<file path="src/rtl/lsu_axi_bridge_pkg.sv">
// Shared constants and state encoding for the LSU-to-AXI bridge.
package lsu_axi_bridge_pkg;

  // Core-wide data width; the data-side AXI bus is fixed to this.
  localparam int LSU_DATA_W = 64;

  // AXI encodings used on every transaction
  localparam logic [2:0] SIZE_8B    = 3'b011;
  localparam logic [1:0] BURST_INCR = 2'b01;
  localparam logic [1:0] RESP_OKAY  = 2'b00;

  // 3-bit state encoding
  typedef enum logic [2:0] {
    ST_IDLE    = 3'd0,
    ST_RD_ADDR = 3'd1,
    ST_RD_DATA = 3'd2,
    ST_WR_REQ  = 3'd3,
    ST_WR_RESP = 3'd4,
    ST_DONE    = 3'd5
  } state_e;

endpackage

</file>
<file path="src/rtl/lsu_axi_bridge_wr_ctl.sv">
// AW/W channel handshake tracker: each valid drops after its own handshake,
// and completion fires once both have been accepted (possibly same cycle).
module axi_wr_channel_ctl (
  input  logic clk,
  input  logic rst,
  input  logic i_active,
  input  logic i_aw_ready,
  input  logic i_w_ready,
  output logic o_aw_valid,
  output logic o_w_valid,
  output logic o_done
);

  logic r_aw_done;
  logic r_w_done;
  logic w_aw_hs;
  logic w_w_hs;

  assign o_aw_valid = i_active && !r_aw_done;
  assign o_w_valid  = i_active && !r_w_done;
  assign w_aw_hs    = o_aw_valid && i_aw_ready;
  assign w_w_hs     = o_w_valid && i_w_ready;
  assign o_done     = i_active && (r_aw_done || w_aw_hs) && (r_w_done || w_w_hs);

  // Remember each accepted channel; clear once the pair completes or when idle
  always_ff @(posedge clk) begin
    if (rst || !i_active || o_done) begin
      r_aw_done <= 1'b0;
      r_w_done  <= 1'b0;
    end else begin
      if (w_aw_hs) r_aw_done <= 1'b1;
      if (w_w_hs)  r_w_done  <= 1'b1;
    end
  end

endmodule

</file>
<file path="src/rtl/lsu_axi_bridge.sv">
// Converts single LSU load/store requests into single-beat 64-bit AXI4
// transactions, one outstanding at a time, with an active-low completion strobe.
import lsu_axi_bridge_pkg::*;

module lsu_axi_bridge #(
  parameter int         ADDR_W = 32,
  parameter int         DATA_W = LSU_DATA_W,
  parameter logic [3:0] AXI_ID = 4'd1
) (
  input  logic                clk,
  input  logic                rst,
  input  logic                re,
  input  logic                we,
  input  logic [63:0]         data_pc,
  input  logic [DATA_W-1:0]   data_o,
  input  logic [7:0]          wlen,
  input  logic                core_ready,
  output logic [DATA_W-1:0]   data_temp,
  output logic                data_valid,
  output logic                bus_err,
  output logic                ar_valid,
  input  logic                ar_ready,
  output logic [ADDR_W-1:0]   ar_addr,
  output logic [3:0]          ar_id,
  output logic [7:0]          ar_len,
  output logic [2:0]          ar_size,
  output logic [1:0]          ar_burst,
  input  logic                r_valid,
  output logic                r_ready,
  input  logic [DATA_W-1:0]   r_data,
  input  logic [1:0]          r_resp,
  input  logic                r_last,
  output logic                aw_valid,
  input  logic                aw_ready,
  output logic [ADDR_W-1:0]   aw_addr,
  output logic [3:0]          aw_id,
  output logic [7:0]          aw_len,
  output logic [2:0]          aw_size,
  output logic [1:0]          aw_burst,
  output logic                w_valid,
  input  logic                w_ready,
  output logic [DATA_W-1:0]   w_data,
  output logic [7:0]          w_strb,
  output logic                w_last,
  input  logic                b_valid,
  output logic                b_ready,
  input  logic [1:0]          b_resp
);

  state_e              r_state;
  logic [ADDR_W-1:0]   r_addr;
  logic [DATA_W-1:0]   r_wdata;
  logic [7:0]          r_wstrb;
  logic                w_wr_active;
  logic                w_wr_done;

  // Single-beat, full-width transfers only; r_last is implied by the single beat.
  wire w_unused = &{1'b0, r_last, data_pc[63:ADDR_W]};

  assign ar_id    = AXI_ID;
  assign aw_id    = AXI_ID;
  assign ar_len   = 8'd0;
  assign aw_len   = 8'd0;
  assign ar_size  = SIZE_8B;
  assign aw_size  = SIZE_8B;
  assign ar_burst = BURST_INCR;
  assign aw_burst = BURST_INCR;
  assign w_last   = 1'b1;

  // Handshake signals decode straight from the state register so a reset
  // drops every valid on the same edge the state returns to IDLE.
  assign ar_valid   = (r_state == ST_RD_ADDR);
  assign r_ready    = (r_state == ST_RD_DATA);
  assign b_ready    = (r_state == ST_WR_RESP);
  assign data_valid = (r_state != ST_DONE);
  assign ar_addr    = r_addr;
  assign aw_addr    = r_addr;
  assign w_data     = r_wdata;
  assign w_strb     = r_wstrb;
  assign w_wr_active = (r_state == ST_WR_REQ);

  axi_wr_channel_ctl u_wr_ctl (
    .clk        (clk),
    .rst        (rst),
    .i_active   (w_wr_active),
    .i_aw_ready (aw_ready),
    .i_w_ready  (w_ready),
    .o_aw_valid (aw_valid),
    .o_w_valid  (w_valid),
    .o_done     (w_wr_done)
  );

  // Transaction sequencer: request capture, AXI phases, held completion
  always_ff @(posedge clk) begin
    if (rst) begin
      r_state   <= ST_IDLE;
      r_addr    <= '0;
      r_wdata   <= '0;
      r_wstrb   <= '0;
      data_temp <= '0;
      bus_err   <= 1'b0;
    end else begin
      unique case (r_state)
        ST_IDLE: begin
          if (re) begin
            r_addr  <= data_pc[ADDR_W-1:0];
            r_state <= ST_RD_ADDR;
          end else if (we) begin
            r_addr  <= data_pc[ADDR_W-1:0];
            r_wdata <= data_o;
            r_wstrb <= wlen;
            r_state <= ST_WR_REQ;
          end
        end
        ST_RD_ADDR: if (ar_ready) r_state <= ST_RD_DATA;
        ST_RD_DATA: begin
          if (r_valid) begin
            data_temp <= r_data;
            bus_err   <= bus_err | (r_resp != RESP_OKAY);
            r_state   <= ST_DONE;
          end
        end
        ST_WR_REQ: if (w_wr_done) r_state <= ST_WR_RESP;
        ST_WR_RESP: begin
          if (b_valid) begin
            bus_err <= bus_err | (b_resp != RESP_OKAY);
            r_state <= ST_DONE;
          end
        end
        // IDLE after DONE guarantees a fresh resample of re/we
        ST_DONE: if (core_ready) r_state <= ST_IDLE;
        default: r_state <= ST_IDLE;
      endcase
    end
  end

endmodule

</file>
<file path="config.mk">
export PLATFORM = sky130hd
export DESIGN_NAME = lsu_axi_bridge
export DESIGN_NICKNAME = d
export VERILOG_FILES = /design/src/rtl/lsu_axi_bridge_pkg.sv /design/src/rtl/lsu_axi_bridge_wr_ctl.sv /design/src/rtl/lsu_axi_bridge.sv
export SDC_FILE = /design/constraint.sdc
export NUM_CORES = 1
export LEC_CHECK = 0
export BUFFER_PORTS_ARGS = -buffer_cell sky130_fd_sc_hd__buf_2
export CORE_AREA = 5 5 175 177
export DETAILED_ROUTE_END_ITERATION = 10
export DIE_AREA = 0 0 180 182
export GPL_TIMING_DRIVEN = 0
export SYNTH_ARGS = -nofsm -noshare
export SYNTH_HDL_FRONTEND = slang
export SYNTH_SLANG_ARGS = --single-unit
</file>
<file path="constraint.sdc">
create_clock -name clk -period 2 [get_ports clk]
set_input_delay 0.2 -clock clk [delete_from_list [all_inputs] [get_ports clk]]
set_output_delay 0.2 -clock clk [all_outputs]
set_load 0.02 [all_outputs]
</file>
==> run summary, run 1 <==
Hold EP -> data_temp[49]$_SDFFE_PP0P_
maxcap violations -> 0
initial DRC count -> 373
Slowest Stage Delay on Critical Path -> 0.31 ns
Detail Route Antenna Nets -> 0
Slew @ Worst Pin -> 0.873 ns
fin nets -> 1547
Power Total -> 10.9 mW
share of power burned in combinational logic -> 30.7%
post-synthesis cell count -> 872
DRT Pass-1 Iters -> 5
leakage -> 4.79 nW
syn_area_per_cell -> 8.02 um^2
sw frac -> 36.2%
GRT Total Usage -> 15.9%
register area -> 3480 um^2
number of global-route vias before repair -> 7301
cts bufs inserted -> 17
HP Start -> r_data[49]
detailed placement HPWL -> 21200 um
gpl congestion -> 0.819
Initial Utilization -> 24.1%
later-pin clock latency in the skew report -> 0.42 ns
Fmax achieved -> 535 MHz
synthesized area -> 7000 um^2
share of the yosys chip area belonging to registers -> 49.8%
number of H-tree levels -> 4
Die Y-Extent -> 182 um
Area Growth Syn to Fin -> 48.6%
Crit path max-delay family -> buffers and inverters
initial antenna violation count -> 1
count of different cell masters after synthesis -> 35
Setup Fix Bufs, Post-CTS -> 0
final worst path period share -> 93.5%
Setup WS pre-CTS -> -0.0610 ns
chip width -> 180 um
via count -> 7702
relative slew slack -> 41.8%
# IOs -> 457
Placed Instances -> 1683
Hold Vio Cnt, Final -> 0
Die Area -> 32800 um^2
Min Hold Slack -> 0.0176 ns
Worst R2R Setup Slack -> 0.18 ns
largest net degree at the start of global routing -> 17
Worst IR Drop VDD -> 452 uV
CP required -> 1.80 ns
Setup crit start kind -> flop
root buffer cell -> clkbuf_16
area of the multi-input gates -> 2800 um^2
most frequent CP cell -> buf_2
Buf/Inv on CP -> 3
post-route setup slack -> 0.131 ns
Crit. End Element -> output port
vias per cell -> 4.44
min cycle time layout -> 1.87 ns
worst-path cell chain -> buf_6 -> buf_2 -> nand3b_1 -> nor2_1 -> buf_2
GRT Residual Overflow -> 0
power share of the clock group -> 32.3%
Worst Hold Depth -> 3
max-slew violations -> 0
Finished Layout Cells -> 1736
peak fanout along the critical path -> 10
Setup CP Type -> flop to output port
drt drc -> 0
clock slew at reported path FFs -> 0.07 ns
Longest Clk Path Bufs -> 2
internal power -> 6.93 mW
CP Data Arrival Time -> 1.67 ns
Fill cells -> 3055
share of cells above drive strength 1 -> 38.7%
Post-Place Cell Area -> 9550 um^2
IO Port Bufs -> 388
RSZ-0062 raised after global routing -> false
wire length of the first global-routing pass -> 41900 um
Seq pwr share -> 36.9%
r2r endpoint -> w_data[47]$_SDFFE_PP0P_
CTS tree -> yes
hold crit path type -> input port to flop
Post-Route WL -> 27900 um
clk_skew -> 0.0111 ns
Avg WL per Cell -> 16.1 um
Finish-stage setup viols -> 0
run status -> finished, final reports clean
Yosys warning count -> 0
worst-path cell with the longest stage delay -> dfxtp_1
P_sw -> 3.94 mW
R2R depth -> 6
design area -> 10400 um^2
Core Area -> 29100 um^2
crit path launch -> r_state[2]$_SDFFE_PP0P_
Sink Count -> 174
flops & latches, synth -> 174
# rows -> 63
Pwr Density -> 1050 nW/um^2
R2R Path Start -> r_state[2]$_SDFFE_PP0P_
[worst max path at each step]
stage	slack [ns]	endpoint	cells past startpoint
2_1_floorplan	0.37	bus_err$_SDFFE_PP0P_	4
3_3_place_gp	-0.02	w_data[62]$_SDFFE_PP0P_	6
3_5_place_dp	-0.06	w_data[1]$_SDFFE_PP0P_	5
4_1_cts	0.007	aw_valid	5
5_1_grt	0.002	w_valid	5
6_report	0.13	aw_valid	5
[placed cells by master, fill, tap and decap left out, types with 2 or more instances in the layout]
cell type	count
buf_2	402
nor2_1	5
clkbuf_2	8
nor4b_1	3
nand2_1	130
clkbuf_16	17
clkbuf_8	3
bufinv_16	2
clkinvlp_4	3
buf_4	69
o21ai_0	107
dfxtp_1	173
inv_8	2
o22ai_1	2
nand2b_1	3
clkinv_4	2
inv_6	3
a21oi_1	169
clkbuf_1	55
nor3b_1	3
conb_1	35
nand3_1	104
dlygate4sd3_1	20
nor3_1	2
[Yosys cell counts]
library cell	instances	area, um^2
buf_6	1	11.3
nor3_1	2	10.0
and4bb_2	1	12.5
nor4b_1	3	26.3
nor2b_1	3	18.8
o21ba_2	1	10.0
nand3b_1	1	7.51
o22ai_1	2	12.5
and3b_1	1	8.76
or2_2	1	6.26
nor2_1	5	18.8
o21ai_0	107	536
buf_2	15	75.1
a311oi_1	1	8.76
nand3_1	104	521
buf_1	1	3.75
nand2_1	130	488
clkbuf_2	6	30.0
inv_1	1	3.75
a22o_1	1	8.76
nor4_1	1	6.26
clkbuf_1	58	218
or3_4	1	11.3
a2111oi_0	1	8.76
nor3_2	1	10.0
a21oi_1	169	846
nand4bb_1	1	11.3
conb_1	2	7.51
o41ai_1	1	8.76
dfxtp_1	174	3480
buf_4	68	510
nand2b_1	3	18.8
nor3b_1	3	22.5
a211oi_1	1	7.51
mux2i_1	1	10.0
[power groups by stage]
stage | Clock, mW | Combinational [mW] | Sequential, mW
floorplan | 0 | 1.69 | 4.45
global placement | 0 | 3.31 | 4.08
detailed placement | 0 | 3.32 | 4.09
CTS | 3.62 | 3.37 | 4.02
global route | 3.76 | 3.66 | 4.06
finish | 3.51 | 3.34 | 4.01
[sequential cells by signal, indices dropped and copies added (netlist names)]
register,count
r_state,3
w_strb,8
bus_err,1
u_wr_ctl.r_w_done,1
u_wr_ctl.r_aw_done,1
data_temp,64
w_data,64
ar_addr,32
[metal layers]
layer / vias to the layer above / global-route usage (%) / routed length, um
li1: 3818 / - / -
met1: 3524 / 18.9 / 11400
met2: 330 / 28.1 / 14000
met3: 30 / 4.67 / 2020
met4: 0 / 4.42 / 525
met5: - / 0 / 0
[kinds of logic (layout without fill, tap and decap cells)]
| group | count (synthesis) | count (layout) | share of synthesized area, % |
|---|---|---|---|
| AO/OA/AOI/OAI | 284 | 284 | 20.7 |
| multiplexers | 1 | 1 | 0.143 |
| other | 2 | 36 | 0.107 |
| buffers and inverters | 150 | 590 | 12.2 |
| AND/OR/NAND/NOR | 261 | 261 | 17.1 |
| flip-flops | 174 | 174 | 49.8 |
[worst register-to-register path: cells and delay by family (launching register included)]
family	cells	cell delay, ns
AO/OA/AOI/OAI	1	0.15
buffers and inverters	3	0.77
flip-flops	1	0.31
AND/OR/NAND/NOR	2	0.51
[metrics by stage]
stage / utilization, % / setup TNS, ns
after floorplan: - / 0
after global placement: 32.8 / -0.0192
after detailed placement: 32.8 / -1.57
after CTS: 35.7 / 0
after global routing: 35.7 / 0
final: 35.7 / 0
[repair_timing]
action                                 CTS  global route
setup endpoints to repair               70             7
gates resized for setup                  3            10
pin swaps                                0             1
hold buffers                            20             0
endpoints found under the hold margin   20             0
[final cells by class]
cell class | instances | area share, %
antenna | 1 | 0.0241
buffer | 149 | 8.22
clock buffer | 20 | 4.49
clock inverter | 12 | 1.43
inverter | 1 | 0.0361
multi-input combinational | 581 | 26.9
sequential | 174 | 33.5
tap | 390 | 4.69
timing repair buffer | 408 | 20.6
Power figures use the tool's default switching activity.
==> inputs of run 2 (changes only) <==
Settings changed: PLACE_DENSITY from default to 0.55.
Clock period 2 ns to 2.1 ns, I/O delays scaled along.
==> run 2 against run 1 <==
Effect of this change:
- non-clock buffer count is 9 lower
- register-to-register slack better by 0.11 ns
- combinational power is 6.9% lower
- highest routed layer is now met5
- critical path type unchanged
- wire length is 0.25% higher
- worst hold slack better by 0.011 ns
- final cell count is 0.52% lower
- critical path depth stayed put
- die area stayed put
==> run summary, run 2 (synthesis gave the netlist of run 1 again) <==
grt met1 use -> 19.8% (was 18.9%)
later-pin clock latency in the skew report -> 0.42 ns (about the same)
Longest Clk Path Bufs -> 2 (unchanged)
area of the multi-input gates -> 2790 um^2 (was 2800 um^2)
initial DRC count -> 360 (was 373)
Setup CP Type -> flop to output port (unchanged)
maxcap violations -> 0 (unchanged)
Die Y-Extent -> 182 um (unchanged)
Finished Layout Cells -> 1727 (was 1736)
relative slew slack -> 46.3% (was 41.8%)
initial antenna violation count -> 3 (was 1)
max-slew violations -> 0 (unchanged)
most common cell after layout, fill and taps aside -> buf_2 (unchanged)
Setup crit start kind -> flop (unchanged)
fin nets -> 1538 (was 1547)
run status -> finished, final reports clean (unchanged)
Fill cells -> 3107 (was 3055)
Area Growth Syn to Fin -> 47.0% (was 48.6%)
Sink Count -> 174 (unchanged)
min cycle time layout -> 1.96 ns
Slowest Stage Delay on Critical Path -> 0.34 ns (was 0.31 ns)
Hold Vio Cnt, Final -> 0 (unchanged)
worst-path cell chain -> buf_6 -> clkbuf_1 -> nand3b_1 -> nor2_1 -> buf_2 (was buf_6 -> buf_2 -> nand3b_1 -> nor2_1 -> buf_2)
via count -> 7583 (was 7702)
largest net degree at the start of global routing -> 17 (unchanged)
Die Area -> 32800 um^2 (unchanged)
cts bufs inserted -> 17 (unchanged)
GRT Total Usage -> 16.2% (was 15.9%)
clock slew at reported path FFs -> 0.07 ns (about the same)
crit path launch -> r_state[2]$_SDFFE_PP0P_ (unchanged)
Worst IR Drop VDD -> 380 uV (was 452 uV)
HP Start -> r_data[36] (was r_data[49])
Crit. End Element -> output port (unchanged)
final worst path period share -> 93.1%
Finish-stage setup viols -> 0 (unchanged)
CP Data Arrival Time -> 1.75 ns (was 1.67 ns)
IO Port Bufs -> 388 (unchanged)
Initial Utilization -> 24.1% (unchanged)
hold crit path type -> input port to flop (unchanged)
Pwr Density -> 1000 nW/um^2 (was 1050 nW/um^2)
share of cells above drive strength 1 -> 38.7% (about the same)
Fmax achieved -> 511 MHz
detailed placement HPWL -> 21700 um (was 21200 um)
chip width -> 180 um (unchanged)
Post-Route WL -> 28000 um (was 27900 um)
CP endpoint -> aw_valid (unchanged)
register area -> 3480 um^2 (about the same)
Slew @ Worst Pin -> 0.805 ns (was 0.873 ns)
Placed Instances -> 1683 (unchanged)
R2R depth -> 6 (unchanged)
worst-path cell with the longest stage delay -> nand3b_1 (was dfxtp_1)
drt drc -> 0 (unchanged)
Power Total -> 10.3 mW (was 10.9 mW)
# IOs -> 457 (unchanged)
most frequent cells in the layout -> buf_2 (404), dfxtp_1 (174), a21oi_1 (169) (was buf_2 (402), dfxtp_1 (173), a21oi_1 (169))
met3 GRT Util -> 4.83% (was 4.67%)
leakage -> 4.75 nW (was 4.79 nW)
Worst R2R Setup Slack -> 0.29 ns (was 0.18 ns)
DRT Pass-1 Iters -> 7 (was 5)
Detail Route Antenna Nets -> 0 (unchanged)
peak fanout along the critical path -> 10 (unchanged)
wire length of the first global-routing pass -> 42600 um (was 41900 um)
CP required -> 1.89 ns (was 1.80 ns)
number of global-route vias before repair -> 7349 (was 7301)
Min Hold Slack -> 0.0286 ns (was 0.0176 ns)
r2r endpoint -> w_data[34]$_SDFFE_PP0P_ (was w_data[47]$_SDFFE_PP0P_)
clk_skew -> 0.00736 ns (was 0.0111 ns)
Avg WL per Cell -> 16.2 um (was 16.1 um)
vias per cell -> 4.39 (was 4.44)
GRT Residual Overflow -> 0 (unchanged)
root buffer cell -> clkbuf_16 (unchanged)
R2R Path Start -> r_state[2]$_SDFFE_PP0P_ (unchanged)
CTS tree -> yes (unchanged)
Most Crowded Layer GR -> met2 (unchanged)
grt met2 use -> 27.7% (was 28.1%)
gpl congestion -> 0.818 (was 0.819)
Core Area -> 29100 um^2 (unchanged)
# rows -> 63 (unchanged)
number of H-tree levels -> 4 (unchanged)
-- run 2: changes by cell type in the layout (fill, tap and decap cells not counted), sizes merged --
| cell | before | now |
|---|---|---|
| bufinv | 2 | 3 |
| dlygate4sd3 | 20 | 10 |
| diode | 1 | 2 |
| clkinvlp | 3 | 0 |
| inv | 6 | 8 |
| buf | 473 | 475 |
| clkbuf | 84 | 82 |
-- run 2: power breakdown --
group	switching [mW]	internal, mW
Sequential	0.198	3.62
Combinational	2.05	1.06
Clock	1.44	1.94
Total	3.69	6.63
-- run 2: cell type report --
type                       instances  area share (%)
buffer                           149            8.26
inverter                           1          0.0365
clock inverter                    12            1.69
timing repair buffer             399            19.9
antenna                            2          0.0487
clock buffer                      19            4.31
tap                              390            4.74
sequential                       174            33.9
multi-input combinational        581            27.1
-- run 2: per-layer routing --
metal / share of wire, % / wire [um]
met1: 42 / 11800
met2: 49 / 13600
met3: 7.5 / 2100
met4: 1.7 / 469
met5: 0.071 / 20
-- run 2: repair_timing --
item | in CTS | in global routing
resized for setup | 2 | 1
setup endpoints to repair | 1 | 1
hold buffers | 10 | 0
buffers inserted | 0 | 1
hold endpoints to repair | 10 | 0
-- run 2: critical path, delay by kind of cell, from the launching register on --
kind / cells / cell delay (ns)
buffers and inverters: 3 / 0.53
DFF: 1 / 0.31
and+or+nand+nor: 2 / 0.49
-- run 2: stage by stage --
stage                     utilization, %  TNS [ns]  setup WS, ns  cell area [um^2]
after global routing                35.4  -0.00213      -0.00213             10300
final                               35.4         0         0.145             10300
after global placement              32.8         0         0.160              9550
after CTS                           35.3         0         0.114             10300
after floorplan                        -         0         0.474              7120
after detailed placement            32.8         0         0.219              9550
-- run 2: worst min path at each step --
stage / end / slack (ns) / cells past startpoint
floorplan: data_temp[3]$_SDFFE_PP0P_ / 0.35 / 2
finish: data_temp[36]$_SDFFE_PP0P_ / 0.03 / 3
CTS: data_temp[36]$_SDFFE_PP0P_ / 0.0007 / 3
global route: data_temp[57]$_SDFFE_PP0P_ / 0.002 / 3
detailed placement: data_temp[58]$_SDFFE_PP0P_ / 0.44 / 2
global placement: data_temp[11]$_SDFFE_PP0P_ / 0.44 / 2
==> inputs of run 3 (changes only) <==
Settings changed: ABC_AREA from default to 1, CORE_AREA 5 5 175 177 to 2 2 176 178, DIE_AREA 0 0 180 182 to 0 0 178 180, PLACE_DENSITY 0.55 to 0.53.
==> run 3 against run 2 <==
Effect of this change:
- combinational power rose by 60%
- via count fell by 5.8%
- global-route usage fell by 2.2 points
- flip-flop and latch count did not move
- utilization fell by 1.7 points
==> run summary, run 3 <==
run status -> finished, final reports clean (unchanged)
GRT Total Usage -> 14.0% (was 16.2%)
Synth Area in Simple Gates -> 19.1% (was 17.1%)
Setup Total Neg Slack -> 0 ns (unchanged)
synthesized area -> 6950 um^2 (was 7000 um^2)
Worst IR Drop VDD -> 415 uV (was 380 uV)
grt met1 use -> 16.5% (was 19.8%)
CP Data Arrival Time -> 1.72 ns (was 1.75 ns)
Min Hold Slack -> 0.0264 ns (was 0.0286 ns)
chip width -> 178 um (was 180 um)
initial antenna violation count -> 6 (was 3)
Setup CP Type -> flop to output port (unchanged)
Slew @ Worst Pin -> 0.540 ns (was 0.805 ns)
# IOs -> 457 (unchanged)
post-synthesis mux area share -> 0% (was 0.143%)
most common cell after layout, fill and taps aside -> buf_2 (unchanged)
min cycle time layout -> 1.93 ns (was 1.96 ns)
grt met2 use -> 23.6% (was 27.7%)
GRT Residual Overflow -> 0 (unchanged)
Synth top cells by count -> dfxtp_1 (174), nor2_1 (153), a21oi_1 (99) (was dfxtp_1 (174), a21oi_1 (169), nand2_1 (130))
syn_area_per_cell -> 7.93 um^2 (was 8.02 um^2)
Crit. End Element -> output port (unchanged)
Fill cells -> 3302 (was 3107)
Sink Count -> 174 (unchanged)
Synth Flop Type -> dfxtp_1 (unchanged)
Detail Route Antenna Nets -> 0 (unchanged)
Die Area -> 32000 um^2 (was 32800 um^2)
wire length of the first global-routing pass -> 35600 um (was 42600 um)
Setup Fix Bufs, Post-CTS -> 0 (unchanged)
Post-Place Cell Area -> 9510 um^2 (was 9550 um^2)
clock slew at reported path FFs -> 0.07 ns (about the same)
count of different cell masters after synthesis -> 26 (was 35)
complex-gate fraction of the synthesized area -> 15.0% (was 20.7%)
RSZ-0062 raised after global routing -> false
peak fanout along the critical path -> 10 (unchanged)
cts bufs inserted -> 17 (unchanged)
Post-Route WL -> 23400 um (was 28000 um)
Core Util, Final -> 33.7% (was 35.4%)
flops & latches, synth -> 174 (unchanged)
relative slew slack -> 64.0% (was 46.3%)
initial DRC count -> 221 (was 360)
vias per cell -> 4.13 (was 4.39)
Finish-stage setup viols -> 0 (unchanged)
final worst path period share -> 92.0% (was 93.1%)
CP required -> 1.89 ns (about the same)
Pwr Density -> 1250 nW/um^2 (was 1000 nW/um^2)
leakage -> 4.95 nW (was 4.75 nW)
# rows -> 64 (was 63)
detailed placement HPWL -> 18300 um (was 21700 um)
share of cells above drive strength 1 -> 40.1% (was 38.7%)
fin nets -> 1533 (was 1538)
largest net degree at the start of global routing -> 17 (unchanged)
adder-cell area share of the yosys netlist -> 0% (unchanged)
drt drc -> 0 (unchanged)
hold crit path type -> input port to flop (unchanged)
share of the yosys chip area belonging to registers -> 50.1% (was 49.8%)
Yosys top cell by area -> dfxtp_1 (unchanged)
post-synthesis cell count -> 876 (was 872)
Core Area -> 30200 um^2 (was 29100 um^2)
most frequent cells in the layout -> buf_2 (401), dfxtp_1 (174), nor2_1 (153) (was buf_2 (404), dfxtp_1 (174), a21oi_1 (169))
asr flop ratio synth -> 0% (unchanged)
Avg WL per Cell -> 13.5 um (was 16.2 um)
Initial Utilization -> 23.0% (was 24.1%)
Worst R2R Setup Slack -> 0.41 ns (was 0.29 ns)
maxcap violations -> 0 (unchanged)
via count -> 7145 (was 7583)
Longest Clk Path Bufs -> 2 (unchanged)
design area -> 10200 um^2 (was 10300 um^2)
DRT Pass-1 Iters -> 4 (was 7)
Yosys top cell area share -> 50.1% (was 49.8%)
ranking of synthesized cells by area -> dfxtp_1 (50%), nor2_1 (8.3%), buf_4 (7.5%), a21oi_1 (7.1%), nand3_1 (5.2%) (was dfxtp_1 (50%), a21oi_1 (12%), o21ai_0 (7.7%), nand3_1 (7.4%), buf_4 (7.3%))
CTS tree -> yes (unchanged)
number of H-tree levels -> 4 (unchanged)
Yosys warning count -> 0 (unchanged)
max-slew violations -> 0 (unchanged)
Power Total -> 12.7 mW (was 10.3 mW)
met3 GRT Util -> 4.02% (was 4.83%)
Area Growth Syn to Fin -> 46.3% (was 47.0%)
# hold bufs at CTS -> 3 (was 10)
number of synthesized flops with an enable pin -> 0 (unchanged)
Synth Area in XOR/XNOR -> 0% (unchanged)
Die Y-Extent -> 180 um (was 182 um)
Post-CTS Resized -> 0 (was 2)
IO Port Bufs -> 387 (was 388)
clk_skew -> 0.00655 ns (was 0.00736 ns)
later-pin clock latency in the skew report -> 0.42 ns (about the same)
Setup crit start kind -> flop (unchanged)
root buffer cell -> clkbuf_16 (unchanged)
gpl congestion -> 0.807 (was 0.818)
Hold Vio Cnt, Final -> 0 (unchanged)
most frequent cell after synthesis -> dfxtp_1 (unchanged)
Fmax achieved -> 517 MHz (was 511 MHz)
Most Crowded Layer GR -> met2 (unchanged)
number of global-route vias before repair -> 6694 (was 7349)
largest family of logic cells by synthesized area -> simple AND/OR/NAND/NOR gates (was compound AO/OA/AOI/OAI gates)
run 3: cell types whose count changed after synthesis, sizes merged, moves of 5 or more:
cell	previous run	this run
nor2	5	156
nand4	0	5
nand2	130	77
clkbuf	64	27
buf	85	102
inv	1	48
nand3	104	72
a21oi	169	99
run 3: cells by family after synthesis:
| kind of cell | after synthesis |
|---|---|
| AOI/OAI and AO/OA | 208 |
| buffers and inverters | 177 |
| DFF | 174 |
| other | 2 |
| and+or+nand+nor | 315 |
run 3: metrics by stage:
stage | instances | worst slack [ns]
final | 1731 | 0.167
after global routing | 1731 | 0.0674
after CTS | 1727 | 0.141
after detailed placement | 1692 | 0.332
after global placement | 1692 | 0.322
after floorplan | 909 | 0.761
run 3: power breakdown:
part / leakage [nW] / switching, mW / internal [mW]
Sequential: 1.42 / 0.404 / 3.97
Combinational: 3.24 / 3.08 / 1.91
Clock: 0.291 / 1.43 / 1.93
run 3: area by class of cell:
cell class	instances	area [um^2]	share of cell area [%]
plain buffers	129	905	8.90
repair buffers	390	1970	19.4
well taps	396	495	4.87
clock buffers	18	439	4.32
multi-input cells	558	2500	24.6
inverters	48	185	1.82
flip-flops and latches	174	3480	34.3
clock inverters	14	180	1.77
diodes	4	10.0	0.0985
run 3: worst max-delay path: stages (launching register included):
cell and delay (ns):
dfxtp_1 0.30, buf_2 0.16, nor2_2 0.16, nand2_1 0.14
inv_2 0.12, buf_2 0.22, buf_2 0.20
run 3: worst paths after layout:
check                                              from                       to  cells past startpoint
worst max-delay path            r_state[2]$_SDFFE_PP0P_                  r_ready                      6
worst max register to register  r_state[0]$_SDFFE_PP0P_  w_data[62]$_SDFFE_PP0P_                      8
worst min-delay path                         data_o[27]  w_data[27]$_SDFFE_PP0P_                      3
worst min register to register     bus_err$_SDFFE_PP0P_     bus_err$_SDFFE_PP0P_                      2
run 3: metal layers:
layer	up-vias	part of all wire (%)
met1	3193	42
li1	3638	-
met2	268	48
met5	-	0.14
met4	4	2.7
met3	42	8.0
